File: src/rtl/fetch_issue_queue.sv
// rtl/fetch_issue_queue.sv - in-order fetch-to-issue queue with flush, halt and optional bypass (FETCH_ISSUE_QUEUE_BYPASS_EN)
module fetch_issue_queue #(
    parameter int DEPTH  = 4,
    parameter int WORD_W = 32
) (
    input  logic                     CLK,
    input  logic                     RST,
    input  logic [WORD_W-1:0]        in_pc,
    input  logic [WORD_W-1:0]        in_instr,
    input  logic                     in_pred,
    input  logic                     flush,
    input  logic                     halt,
    input  logic                     out_ready,
    output logic                     out_valid,
    output logic [WORD_W-1:0]        out_pc,
    output logic [WORD_W-1:0]        out_instr,
    output logic                     out_pred,
    output logic                     freeze,
    output logic [$clog2(DEPTH):0]   count
);

    localparam int AW = $clog2(DEPTH);
    localparam int CW = AW + 1;

    logic [WORD_W-1:0] pc_mem    [DEPTH];
    logic [WORD_W-1:0] instr_mem [DEPTH];
    logic              pred_mem  [DEPTH];

    logic [AW-1:0] rd_ptr;
    logic [AW-1:0] wr_ptr;
    logic [CW-1:0] occ;
    logic          halted;

    logic          full;
    logic          q_valid;
    logic          enq_ok;
    logic          do_wr;
    logic          do_deq;

    // Freeze is decoded from registered state only so fetch never sees a same-cycle input path.
    assign full    = (occ == CW'(DEPTH)) && !halted;
    assign freeze  = full;
    assign count   = occ;
    assign q_valid = (occ != '0) && !halted;
    assign enq_ok  = (in_instr != '0) && !full && !flush && !halted;
    assign do_deq  = q_valid && out_ready && !flush;

`ifdef FETCH_ISSUE_QUEUE_BYPASS_EN
    logic byp;

    // Bypass hands an incoming instruction straight to issue when the queue is empty;
    // this creates a combinational in_* to out_* path that timing must account for.
    assign byp   = (occ == '0) && enq_ok && out_ready;
    assign do_wr = enq_ok && !byp;

    // Head mux: bypassed input takes priority, otherwise the entry at rd_ptr.
    always_comb begin
        out_valid = 1'b0;
        out_pc    = '0;
        out_instr = '0;
        out_pred  = 1'b0;
        if (byp) begin
            out_valid = 1'b1;
            out_pc    = in_pc;
            out_instr = in_instr;
            out_pred  = in_pred;
        end else if (q_valid) begin
            out_valid = 1'b1;
            out_pc    = pc_mem[rd_ptr];
            out_instr = instr_mem[rd_ptr];
            out_pred  = pred_mem[rd_ptr];
        end
    end
`else
    assign do_wr = enq_ok;

    // Head outputs come only from registered storage, gated to zero when nothing is valid.
    always_comb begin
        out_valid = 1'b0;
        out_pc    = '0;
        out_instr = '0;
        out_pred  = 1'b0;
        if (q_valid) begin
            out_valid = 1'b1;
            out_pc    = pc_mem[rd_ptr];
            out_instr = instr_mem[rd_ptr];
            out_pred  = pred_mem[rd_ptr];
        end
    end
`endif

    // Pointer, occupancy and sticky halt tracking; flush collapses the queue to empty.
    always_ff @(posedge CLK) begin
        if (RST) begin
            rd_ptr <= '0;
            wr_ptr <= '0;
            occ    <= '0;
            halted <= 1'b0;
        end else begin
            if (halt) begin
                halted <= 1'b1;
            end
            if (flush) begin
                rd_ptr <= '0;
                wr_ptr <= '0;
                occ    <= '0;
            end else begin
                if (do_wr) begin
                    wr_ptr <= wr_ptr + AW'(1);
                end
                if (do_deq) begin
                    rd_ptr <= rd_ptr + AW'(1);
                end
                occ <= occ + CW'(do_wr) - CW'(do_deq);
            end
        end
    end

    // Entry storage needs no reset; occupancy decides what is meaningful.
    always_ff @(posedge CLK) begin
        if (do_wr) begin
            pc_mem[wr_ptr]    <= in_pc;
            instr_mem[wr_ptr] <= in_instr;
            pred_mem[wr_ptr]  <= in_pred;
        end
    end

endmodule

File: config.mk
export PLATFORM = sky130hd
export DESIGN_NAME = fetch_issue_queue
export DESIGN_NICKNAME = d
export VERILOG_FILES = /design/src/rtl/fetch_issue_queue.sv
export SDC_FILE = /design/constraint.sdc
export NUM_CORES = 1
export LEC_CHECK = 0
export BUFFER_PORTS_ARGS = -buffer_cell sky130_fd_sc_hd__clkbuf_2
export CORE_MARGIN = 10
export CORE_UTILIZATION = 55
export DETAILED_ROUTE_END_ITERATION = 16
export PLACE_DENSITY_LB_ADDON = 0.08
export SETUP_SLACK_MARGIN = 0.3
export SYNTH_ARGS = -nofsm -noshare
export SYNTH_HDL_FRONTEND = slang
export SYNTH_SLANG_ARGS = --single-unit
File: constraint.sdc
create_clock -name CLK -period 3.3 [get_ports CLK]
set_input_delay 0.33 -clock CLK [delete_from_list [all_inputs] [get_ports CLK]]
set_output_delay 0.33 -clock CLK [all_outputs]
set_load 0.01 [all_outputs]
======== Word level (Yosys, flattened, before mapping) ========
Memory sizes are Yosys's and may differ from the RTL's. A register that Yosys moved wholly into a read port is not among the register bits.
Cells that the tools add are included.
storage, ports and cells
  memories ................................ 3
  input bits .............................. 70
  output and inout port bits .............. 70
  bits in registers ....................... 8
  memory bits (writable) .................. 260
  word-level logic and storage cells ...... 37
operators by class
  reductions and logical operators ........ 13
  equal/unequal tests ..................... 1
  add/sub/neg operators ................... 4
  mux-type cells .......................... 12
memories
  name       words  width  rd ports  clocked after Yosys merged registers in  write ports  line  RTL
  instr_mem  4      32     1         1                                        1            26    logic [WORD_W-1:0] instr_mem [DEPTH];
  pc_mem     4      32     1         1                                        1            25    logic [WORD_W-1:0] pc_mem [DEPTH];
  pred_mem   4      1      1         1                                        1            27    logic pred_mem [DEPTH];
operators with widths
  operator             number
  $mux 32              2
  $reduce_bool 32->1   1
  $mux 2               6
  $logic_and 1x1->1    7
  $add 2x1->2 const B  2
  $mux 1               4
  $add 3x1->3          1
  $eq 3x3->1 const B   1
  $logic_not 1->1      3
  $reduce_bool 3->1    1
  $sub 3x1->3          1
  $reduce_or 2->1      1

======== Depth between registers and ports, before layout ========
Gate-level depths: netlist (run 1).
  depth in word-level cells ............... 8
  gate-level depth with buffers ........... 12
  depth with buffers taken out ............ 12

======== Worst setup path before layout (run 1) ========
OpenSTA, ideal clock, no wires.
  path kind ............................... register to register
  start point ............................. register occ[1] (netlist: count[1])
  end point ............................... memory instr_mem[0][0], enable pin
  setup slack ............................. 0.460 ns
  path buffers ............................ 0
  data arrival time ....................... 2.410 ns
  clock period less this slack ............ 2.840 ns
  required time ........................... 2.870 ns
  stages on the path, launching flop included .. 5
  setup time .............................. 0.430 ns
  cells stage by stage .................... dfxtp_1 nor2_1 nand2_1 o211a_1 and2_1
on the way
  longest elaborated chain between the ends .. 8
ends and longest elaborated chain
  element                          line  RTL
  from (decl)                      31    logic [CW-1:0] occ;
  from (signal assigned)           114   occ <= occ + CW'(do_wr) - CW'(do_deq);
  $eq 3x3->1                       41    assign full = (occ == CW'(DEPTH)) && !halted;
  $logic_and 1x1->1                41
  $logic_not 1->1                  45    assign enq_ok = (in_instr != '0) && !full && !flush && !halted;
  $logic_and 1x1->1 (3 in series)  45
  $mux 1                           121   if (do_wr) begin
  $mux 1 (implied by the code)     123   instr_mem[wr_ptr] <= in_instr;
  to (decl)                        26
Every way passes these cells.

==> reports/qor_table.md, run 1 <==
| Quantity | This run | Unit |
| --- | --- | --- |
| Status | complete, no violations | - |
| Number of global-route vias before repair | 5,552 | - |
| Element type at the critical path end | primary output | - |
| Die Ht | 158 | µm |
| Via-to-Cell Ratio | 5.66 | - |
| Clock transition at the register clock pins on the worst setup and hold paths after CTS | 60 | ps |
| Crit path launch type | flop | - |
| Final wirelength | 19.9 | mm |
| Final design area excluding fillers | 0.0121 | mm² |
| Cell area after synthesis | 0.0104 | mm² |
| Maximum number of pins on one net before global-route repair | 66 | - |
| Count of cells resized by post-cts repair | 0 | - |
| Fillers | 1,340 | - |
| Half-perimeter wire length after placement | 11.7 | mm |
| Max-cap viol count | 0 | - |
| Critical Path Max Stage Delay | 650 | ps |
| Total Neg Setup Slack | 0 | ps |
| Postcts setup bufs | 0 | - |
| First-pass GRT wire length | 31.0 | mm |
| Critical path type | reg -> out | - |
| Fraction of layout instances using a drive strength above 1 | 39.1 | % |
| Transition time of the tightest slew-check pin | 1040 | ps |
| Power density over the cells | 569 | mW/mm² |
| Total design power | 0.00690 | W |
| Clock Sink Count | 270 | - |
| Cell at the root of the clock tree | sky130_fd_sc_hd__clkbuf_16 | - |
| WL per Instance | 22.6 | µm |
| Min-Delay Path Class | in -> reg | - |
| Cell Rows | 50 | - |
| Post-CTS Hold Fix Bufs | 0 | - |
| DR DRC count | 0 | - |
| Max Clock Skew | 16.7 | ps |
| Final critical delay including setup and external delays | 2710 | ps |
| Distinct cells, synth | 23 | - |
| Clock tree from TritonCTS | built | - |
| Final setup violation count | 0 | - |
| Number of detailed-routing iterations run before antenna repair | 5 | - |
| Final number of hold-violating endpoints | 0 | - |
| Seq cells post-synth | 270 | - |
| Crit share post-route | 82.0 | % |
| Peak supply drop | 0.000413 | V |
| Syn Nets | 552 | - |
| GRT Total Usage | 16.2 | % |
| Clock network latency to the later pin of the worst-skew pair | 520 | ps |
| Sequential element share of the synthesized area | 76.8 | % |
| Post-synthesis average cell area | 21.9 | µm² |
| I/O pins | 140 | - |
| H-tree levels | 1 | - |
| Sum of overflow across all layers after global routing | 0 | - |
| Leakage power of the design | 4.16 | nW |
| Critical path required time | 2970 | ps |
| Reg-to-reg startpoint | count[1] | - |
| Placement-stage cell area | 0.0113 | mm² |
| Total of warnings raised by yosys | 0 | - |
| Number of nets with antenna violations after routing | 0 | - |
| Initial core utilization | 55.9 | % |
| Area of the die | 0.0249 | mm² |
| Crit path DAT | 2380 | ps |
| Maximum fanout encountered on the critical timing path | 27 | - |
| Register-to-register path setup slack | 840 | ps |
| Max-slew headroom at the worst pin | 30.7 | % |
| Iter 0 DRT Violations | 223 | - |
| Worst hold slack after final layout | 29.9 | ps |
| Final nets | 704 | - |
| Final slew viol count | 0 | - |
| Worst hold start | in_pc[11] | - |
| Critical Path, Cell by Cell | buf_12, mux4_2, and2_1, clkbuf_2 | - |
| GPL Wtd Cong | 0.730 | - |
| Number of inserted diodes | 0 | - |
| Cell count after synthesis | 475 | - |
| Clock buffers created by TritonCTS | 27 | - |
| Chip width | 158 | µm |
| Setup repair after global routing missed its margin | false | - |
| Highest clock frequency the design can meet | 370 | MHz |
| Critical Path Slowest Stage Cell | sky130_fd_sc_hd__dfxtp_4 | - |
| Standard cell core area | 0.0186 | mm² |
| Antenna violations before repair | 1 | - |
| Clock tree buffer depth | 3 | - |
| Detailed-route via count | 4,976 | - |
| Count of input and output buffers | 139 | - |
| Area Overhead vs Synth | 16.3 | % |
==> stage by stage <==
stage | worst slack, ps | instances | util, %
6_report | 595 | 879 | 65.0
5_1_grt | 402 | 879 | 65.0
4_1_cts | 509 | 879 | 65.0
3_5_place_dp | 212 | 832 | 60.8
3_3_place_gp | 336 | 832 | 60.8
2_1_floorplan | 460 | 475 | -
==> where the power goes <==
part           switching, W  leakage (nW)  internal [W]
clock network       0.00117         0.390       0.00157
logic              0.000171          1.32      0.000131
registers         0.0000192          2.45       0.00384
total               0.00136          4.16       0.00554
==> cells in the final DEF, fill, tap and decap left out <==
cell / count
sky130_fd_sc_hd__mux2i_1: 2
sky130_fd_sc_hd__nor2_1: 6
sky130_fd_sc_hd__bufinv_16: 1
sky130_fd_sc_hd__fa_1: 1
sky130_fd_sc_hd__xnor2_1: 2
sky130_fd_sc_hd__and2_4: 4
sky130_fd_sc_hd__clkinv_2: 7
sky130_fd_sc_hd__or3_4: 1
sky130_fd_sc_hd__dfxtp_1: 8
sky130_fd_sc_hd__nor2b_4: 1
sky130_fd_sc_hd__and2_1: 66
sky130_fd_sc_hd__inv_1: 5
sky130_fd_sc_hd__clkbuf_16: 27
sky130_fd_sc_hd__ha_1: 6
sky130_fd_sc_hd__nand4_1: 3
sky130_fd_sc_hd__buf_12: 3
sky130_fd_sc_hd__nor3_1: 5
sky130_fd_sc_hd__nand2_1: 5
sky130_fd_sc_hd__edfxtp_1: 260
sky130_fd_sc_hd__xor2_1: 2
sky130_fd_sc_hd__nor4_1: 8
sky130_fd_sc_hd__dfxtp_4: 2
sky130_fd_sc_hd__and3_1: 1
sky130_fd_sc_hd__mux4_2: 65
sky130_fd_sc_hd__o211a_1: 1
sky130_fd_sc_hd__buf_4: 2
sky130_fd_sc_hd__clkbuf_1: 7
sky130_fd_sc_hd__clkbuf_2: 139
sky130_fd_sc_hd__clkinv_1: 5
==> worst max-delay path: cells and delay by family, from the launching register on <==
family / cells / cell delay [ps]
mux: 1 / 540
flops: 1 / 650
buf+inv: 2 / 440
simple gates: 1 / 190
==> registers in the layout, indices dropped and copies added (netlist names), named ones only <==
register / count
count: 3
halted: 1
instr_mem: 128
pc_mem: 128
pred_mem: 4
rd_ptr: 2
wr_ptr: 2
==> cell usage after synthesis <==
library cell,number,share of area [%]
sky130_fd_sc_hd__fa_1,1,0.19
sky130_fd_sc_hd__nand4_1,3,0.18
sky130_fd_sc_hd__xnor2_1,2,0.17
sky130_fd_sc_hd__nor2b_4,1,0.13
sky130_fd_sc_hd__and2_1,70,4.2
sky130_fd_sc_hd__and3_1,1,0.060
sky130_fd_sc_hd__clkbuf_1,3,0.11
sky130_fd_sc_hd__buf_6,10,1.1
sky130_fd_sc_hd__or3_4,1,0.11
sky130_fd_sc_hd__nor4_1,8,0.48
sky130_fd_sc_hd__inv_1,5,0.18
sky130_fd_sc_hd__mux2i_1,2,0.19
sky130_fd_sc_hd__nor3_1,5,0.24
sky130_fd_sc_hd__nand2_1,5,0.18
sky130_fd_sc_hd__dfxtp_1,10,1.9
sky130_fd_sc_hd__buf_4,1,0.072
sky130_fd_sc_hd__nor2_1,6,0.22
sky130_fd_sc_hd__edfxtp_1,260,75
sky130_fd_sc_hd__xor2_1,2,0.17
sky130_fd_sc_hd__mux4_2,65,14
sky130_fd_sc_hd__o211a_1,1,0.096
sky130_fd_sc_hd__buf_2,7,0.34
sky130_fd_sc_hd__ha_1,6,0.72
==> cell families after synthesis <==
group / Yosys count / share of synthesized area [%]
buffers and inverters: 26 / 1.78
AOI/OAI and AO/OA: 1 / 0.0961
DFF: 270 / 76.8
xor gates and xnor gates: 4 / 0.336
and+or+nand+nor: 100 / 5.80
muxes: 67 / 14.2
adders and majority gates: 7 / 0.912
==> final cells by class <==
class                           instances  area, µm²  area share [%]
Sequential cell                       270       8020            66.1
Multi-Input combinational cell        179       2240            18.5
Timing Repair Buffer                  144        771            6.36
Clock buffer                           34        702            5.79
Tap cell                              234        293            2.42
Clock inverter                         13       83.8           0.692
Inverter                                5       18.8           0.155
==> path summary, 6_finish.rpt <==
check                  endpoint  cells past startpoint
setup / recovery  out_instr[28]                      4
hold / removal    pc_mem[3][11]                      1
setup reg to reg       count[2]                     12
hold reg to reg       wr_ptr[1]                      2
==> per-layer routing <==
metal	share of wire [%]	track usage, %	up-vias
li1	-	-	2240
met1	40	20.4	2556
met2	51	27.7	149
met3	7.2	3.88	29
met4	1.7	4.01	2
met5	0.060	0	-
Note: power is estimated with default switching activity, not from simulation.
==> run 2: changes to the inputs <==
Settings changed: CORE_UTILIZATION 55 to 52.
Clock period 3.3 ns to 2.4 ns, I/O delays scaled along.
==> run 2 against run 1 <==
Effect of this change: register-to-register slack lost 650 ps; largest power group unchanged; via count grew 11%; cell count grew 16%; clock skew shrank 8.1 ps; clock-buffer cell count shrank 5; global-route usage grew 1.6 points; sequential share of layout area shrank 8.9 points; routed wire length grew 20%; flip-flop and latch count is the same; worst setup slack lost 480 ps; critical path depth grew 1.
==> reports/qor_table.md, run 2 (synthesis results as in run 1) <==
| Quantity | This run | Unit | vs previous |
| --- | --- | --- | --- |
| Status | complete, no violations | - | unchanged |
| Max-cap viol count | 0 | - | unchanged |
| Count of input and output buffers | 139 | - | unchanged |
| Max Clock Skew | 8.61 | ps | was 16.7 ps |
| Final number of hold-violating endpoints | 0 | - | unchanged |
| Final nets | 809 | - | was 704 |
| Total design power | 0.0102 | W | was 0.00690 W |
| Peak supply drop | 0.000534 | V | was 0.000413 V |
| Maximum number of pins on one net before global-route repair | 50 | - | was 66 |
| I/O pins | 140 | - | unchanged |
| Leakage power of the design | 4.92 | nW | was 4.16 nW |
| Register-to-register path setup slack | 190 | ps | was 840 ps |
| Number of nets with antenna violations after routing | 0 | - | unchanged |
| Clock buffers created by TritonCTS | 27 | - | unchanged |
| Max-slew headroom at the worst pin | 60.5 | % | was 30.7% |
| Top library cells by usage in the layout, fill and taps aside | sky130_fd_sc_hd__edfxtp_1 (260), sky130_fd_sc_hd__clkbuf_2 (98), sky130_fd_sc_hd__mux4_2 (65) | - | was sky130_fd_sc_hd__edfxtp_1 (260), sky130_fd_sc_hd__clkbuf_2 (139), sky130_fd_sc_hd__and2_1 (66) |
| Capture point of the critical path | out_pc[14] | - | was out_instr[28] |
| Number of global-route vias before repair | 6,163 | - | was 5,552 |
| Half-perimeter wire length after placement | 13.2 | mm | was 11.7 mm |
| Minimum setup slack after placement | -164 | ps | was 212 ps |
| Most common cell after layout, fill and taps aside | sky130_fd_sc_hd__edfxtp_1 | - | unchanged |
| Critical path type | reg -> out | - | unchanged |
| Critical Path Max Stage Delay | 520 | ps | was 650 ps |
| Final slew viol count | 0 | - | unchanged |
| Clock tree from TritonCTS | built | - | unchanged |
| Via-to-Cell Ratio | 5.45 | - | was 5.66 |
| First-pass GRT wire length | 35.8 | mm | was 31.0 mm |
| Transition time of the tightest slew-check pin | 591 | ps | was 1040 ps |
| H-tree levels | 1 | - | unchanged |
| Fraction of layout instances using a drive strength above 1 | 49.3 | % | was 39.1% |
| Critical path required time | 2160 | ps | was 2970 ps |
| Worst-case setup margin in the final layout | 113 | ps | was 595 ps |
| Buffers and inverters on the worst path | 3 | - | was 2 |
| Final non-filler cell total | 1,017 | - | was 879 |
| Area Overhead vs Synth | 34.5 | % | was 16.3% |
| Min-Delay Path Class | in -> reg | - | unchanged |
| Number of detailed-routing iterations run before antenna repair | 4 | - | was 5 |
| Number of gates on the worst path with buffers counted | 5 | - | was 4 |
| Largest registers | instr_mem: 128 flops, pc_mem: 128 flops, pred_mem: 4 flops | - | unchanged |
| Critical Path Slowest Stage Cell | sky130_fd_sc_hd__mux4_2 | - | was sky130_fd_sc_hd__dfxtp_4 |
| Crit path launch type | flop | - | unchanged |
| GPL Wtd Cong | 0.732 | - | was 0.730 |
| WL per Instance | 23.4 | µm | was 22.6 µm |
| Sum of overflow across all layers after global routing | 0 | - | unchanged |
| Crit Reg-Reg Endpoint | count[2] | - | unchanged |
| Initial core utilization | 53.2 | % | was 55.9% |
| DR DRC count | 0 | - | unchanged |
| Clock transition at the register clock pins on the worst setup and hold paths after CTS | 60 | ps | about the same |
| Standard cell core area | 0.0196 | mm² | was 0.0186 mm² |
| Maximum fanout encountered on the critical timing path | 7 | - | was 27 |
| Number of inserted diodes | 0 | - | unchanged |
| Final wirelength | 23.8 | mm | was 19.9 mm |
| Footprint of the multi-input gates | 0.00247 | mm² | was 0.00224 mm² |
| Detailed-route via count | 5,539 | - | was 4,976 |
| Antenna violations before repair | 0 | - | was 1 |
| Placed cell count | 894 | - | was 832 |
| Fillers | 1,187 | - | was 1,340 |
| Final setup violation count | 0 | - | unchanged |
| Dominant delay contributor by cell family on the critical path | multiplexers | - | was flip-flops |
| Final critical delay including setup and external delays | 2290 | ps |  |
| Crit share post-route | 95.3 | % |  |
| Clock tree buffer depth | 3 | - | unchanged |
| Setup repair after global routing missed its margin | true | - | was false |
| Die Ht | 162 | µm | was 158 µm |
| Highest clock frequency the design can meet | 437 | MHz |  |
| Cell Rows | 51 | - | was 50 |
| Chip width | 162 | µm | was 158 µm |
| Critical Path, Cell by Cell | buf_12, buf_16, mux4_2, and2_4, buf_6 | - | was buf_12, mux4_2, and2_1, clkbuf_2 |
| Clock network latency to the later pin of the worst-skew pair | 510 | ps | was 520 ps |
| Share of the core filled with cells in the final layout | 71.5 | % | was 65.0% |
| GRT Total Usage | 17.7 | % | was 16.2% |
| Clock Sink Count | 270 | - | unchanged |
| Element type at the critical path end | primary output | - | unchanged |
| Worst hold slack after final layout | 31.0 | ps | was 29.9 ps |
| Iter 0 DRT Violations | 388 | - | was 223 |
| Reg-to-reg startpoint | count[1] | - | unchanged |
| Flip-flop and latch area | 0.00802 | mm² | about the same |
| Cell at the root of the clock tree | sky130_fd_sc_hd__clkbuf_16 | - | unchanged |
| Area of the die | 0.0261 | mm² | was 0.0249 mm² |
| Power density over the cells | 729 | mW/mm² | was 569 mW/mm² |
| Crit path DAT | 2050 | ps | was 2380 ps |
| Number of cell instances on the worst register-to-register path | 10 | - | was 12 |
run 2: worst reg2reg max path, cell delays in order, from the launching register on:
cell and delay, ps:
sky130_fd_sc_hd__dfxtp_4 340, sky130_fd_sc_hd__or3_4 420, sky130_fd_sc_hd__and3_4 180, sky130_fd_sc_hd__ha_4 230, sky130_fd_sc_hd__inv_2 60, sky130_fd_sc_hd__ha_4 120
sky130_fd_sc_hd__inv_2 30, sky130_fd_sc_hd__fa_2 320, sky130_fd_sc_hd__xor2_1 150, sky130_fd_sc_hd__xnor2_1 130, sky130_fd_sc_hd__nor3_1 150
run 2: layout make-up:
| class | instances | area share [%] |
|---|---|---|
| timing repair buffer | 245 | 16.2 |
| inverter | 5 | 0.134 |
| sequential | 270 | 57.3 |
| clock inverter | 20 | 1.60 |
| clock buffer | 29 | 4.88 |
| tap | 265 | 2.37 |
| multi-input combinational | 183 | 17.6 |
run 2: worst min path at each step:
stage / startpoint / to / slack, ps / cells after the start
finish: flush / count[1] / 30 / 2
global route: flush / count[1] / 40 / 2
CTS: flush / count[1] / 1 / 2
detailed placement: halt / halted / 460 / 3
global placement: in_pc[6] / pc_mem[0][6] / 460 / 1
floorplan: RST / count[1] / 300 / 1
run 2: stage by stage:
stage | area (µm²) | TNS, ps
2_1_floorplan | 10500 | 0
5_1_grt | 14000 | 0
4_1_cts | 13700 | 0
3_5_place_dp | 11800 | -164
6_report | 14000 | 0
3_3_place_gp | 11800 | -93.2
run 2: routing by layer:
metal	track usage [%]	share of wire (%)	up-vias
met3	3.56	5.2	31
met2	31.5	52	157
met5	0	0	-
li1	-	-	2463
met4	4.05	1.7	0
met1	22.0	41	2888
run 2: what timing repair did:
action | 4_1_cts | 5_1_grt
hold buffers | 48 | 0
setup endpoints to repair | 68 | 68
pin swaps | 9 | 5
resized for setup | 50 | 107
cloned | 10 | 2
hold endpoints to repair | 183 | 0
buffers inserted | 14 | 0
run 2: where the power goes:
part	internal (W)	total, W	leakage (nW)	switching [W]
Combinational	0.000361	0.000675	2.03	0.000313
Sequential	0.00527	0.00530	2.46	0.0000306
Clock	0.00259	0.00425	0.438	0.00166
Total	0.00822	0.0102	4.92	0.00200
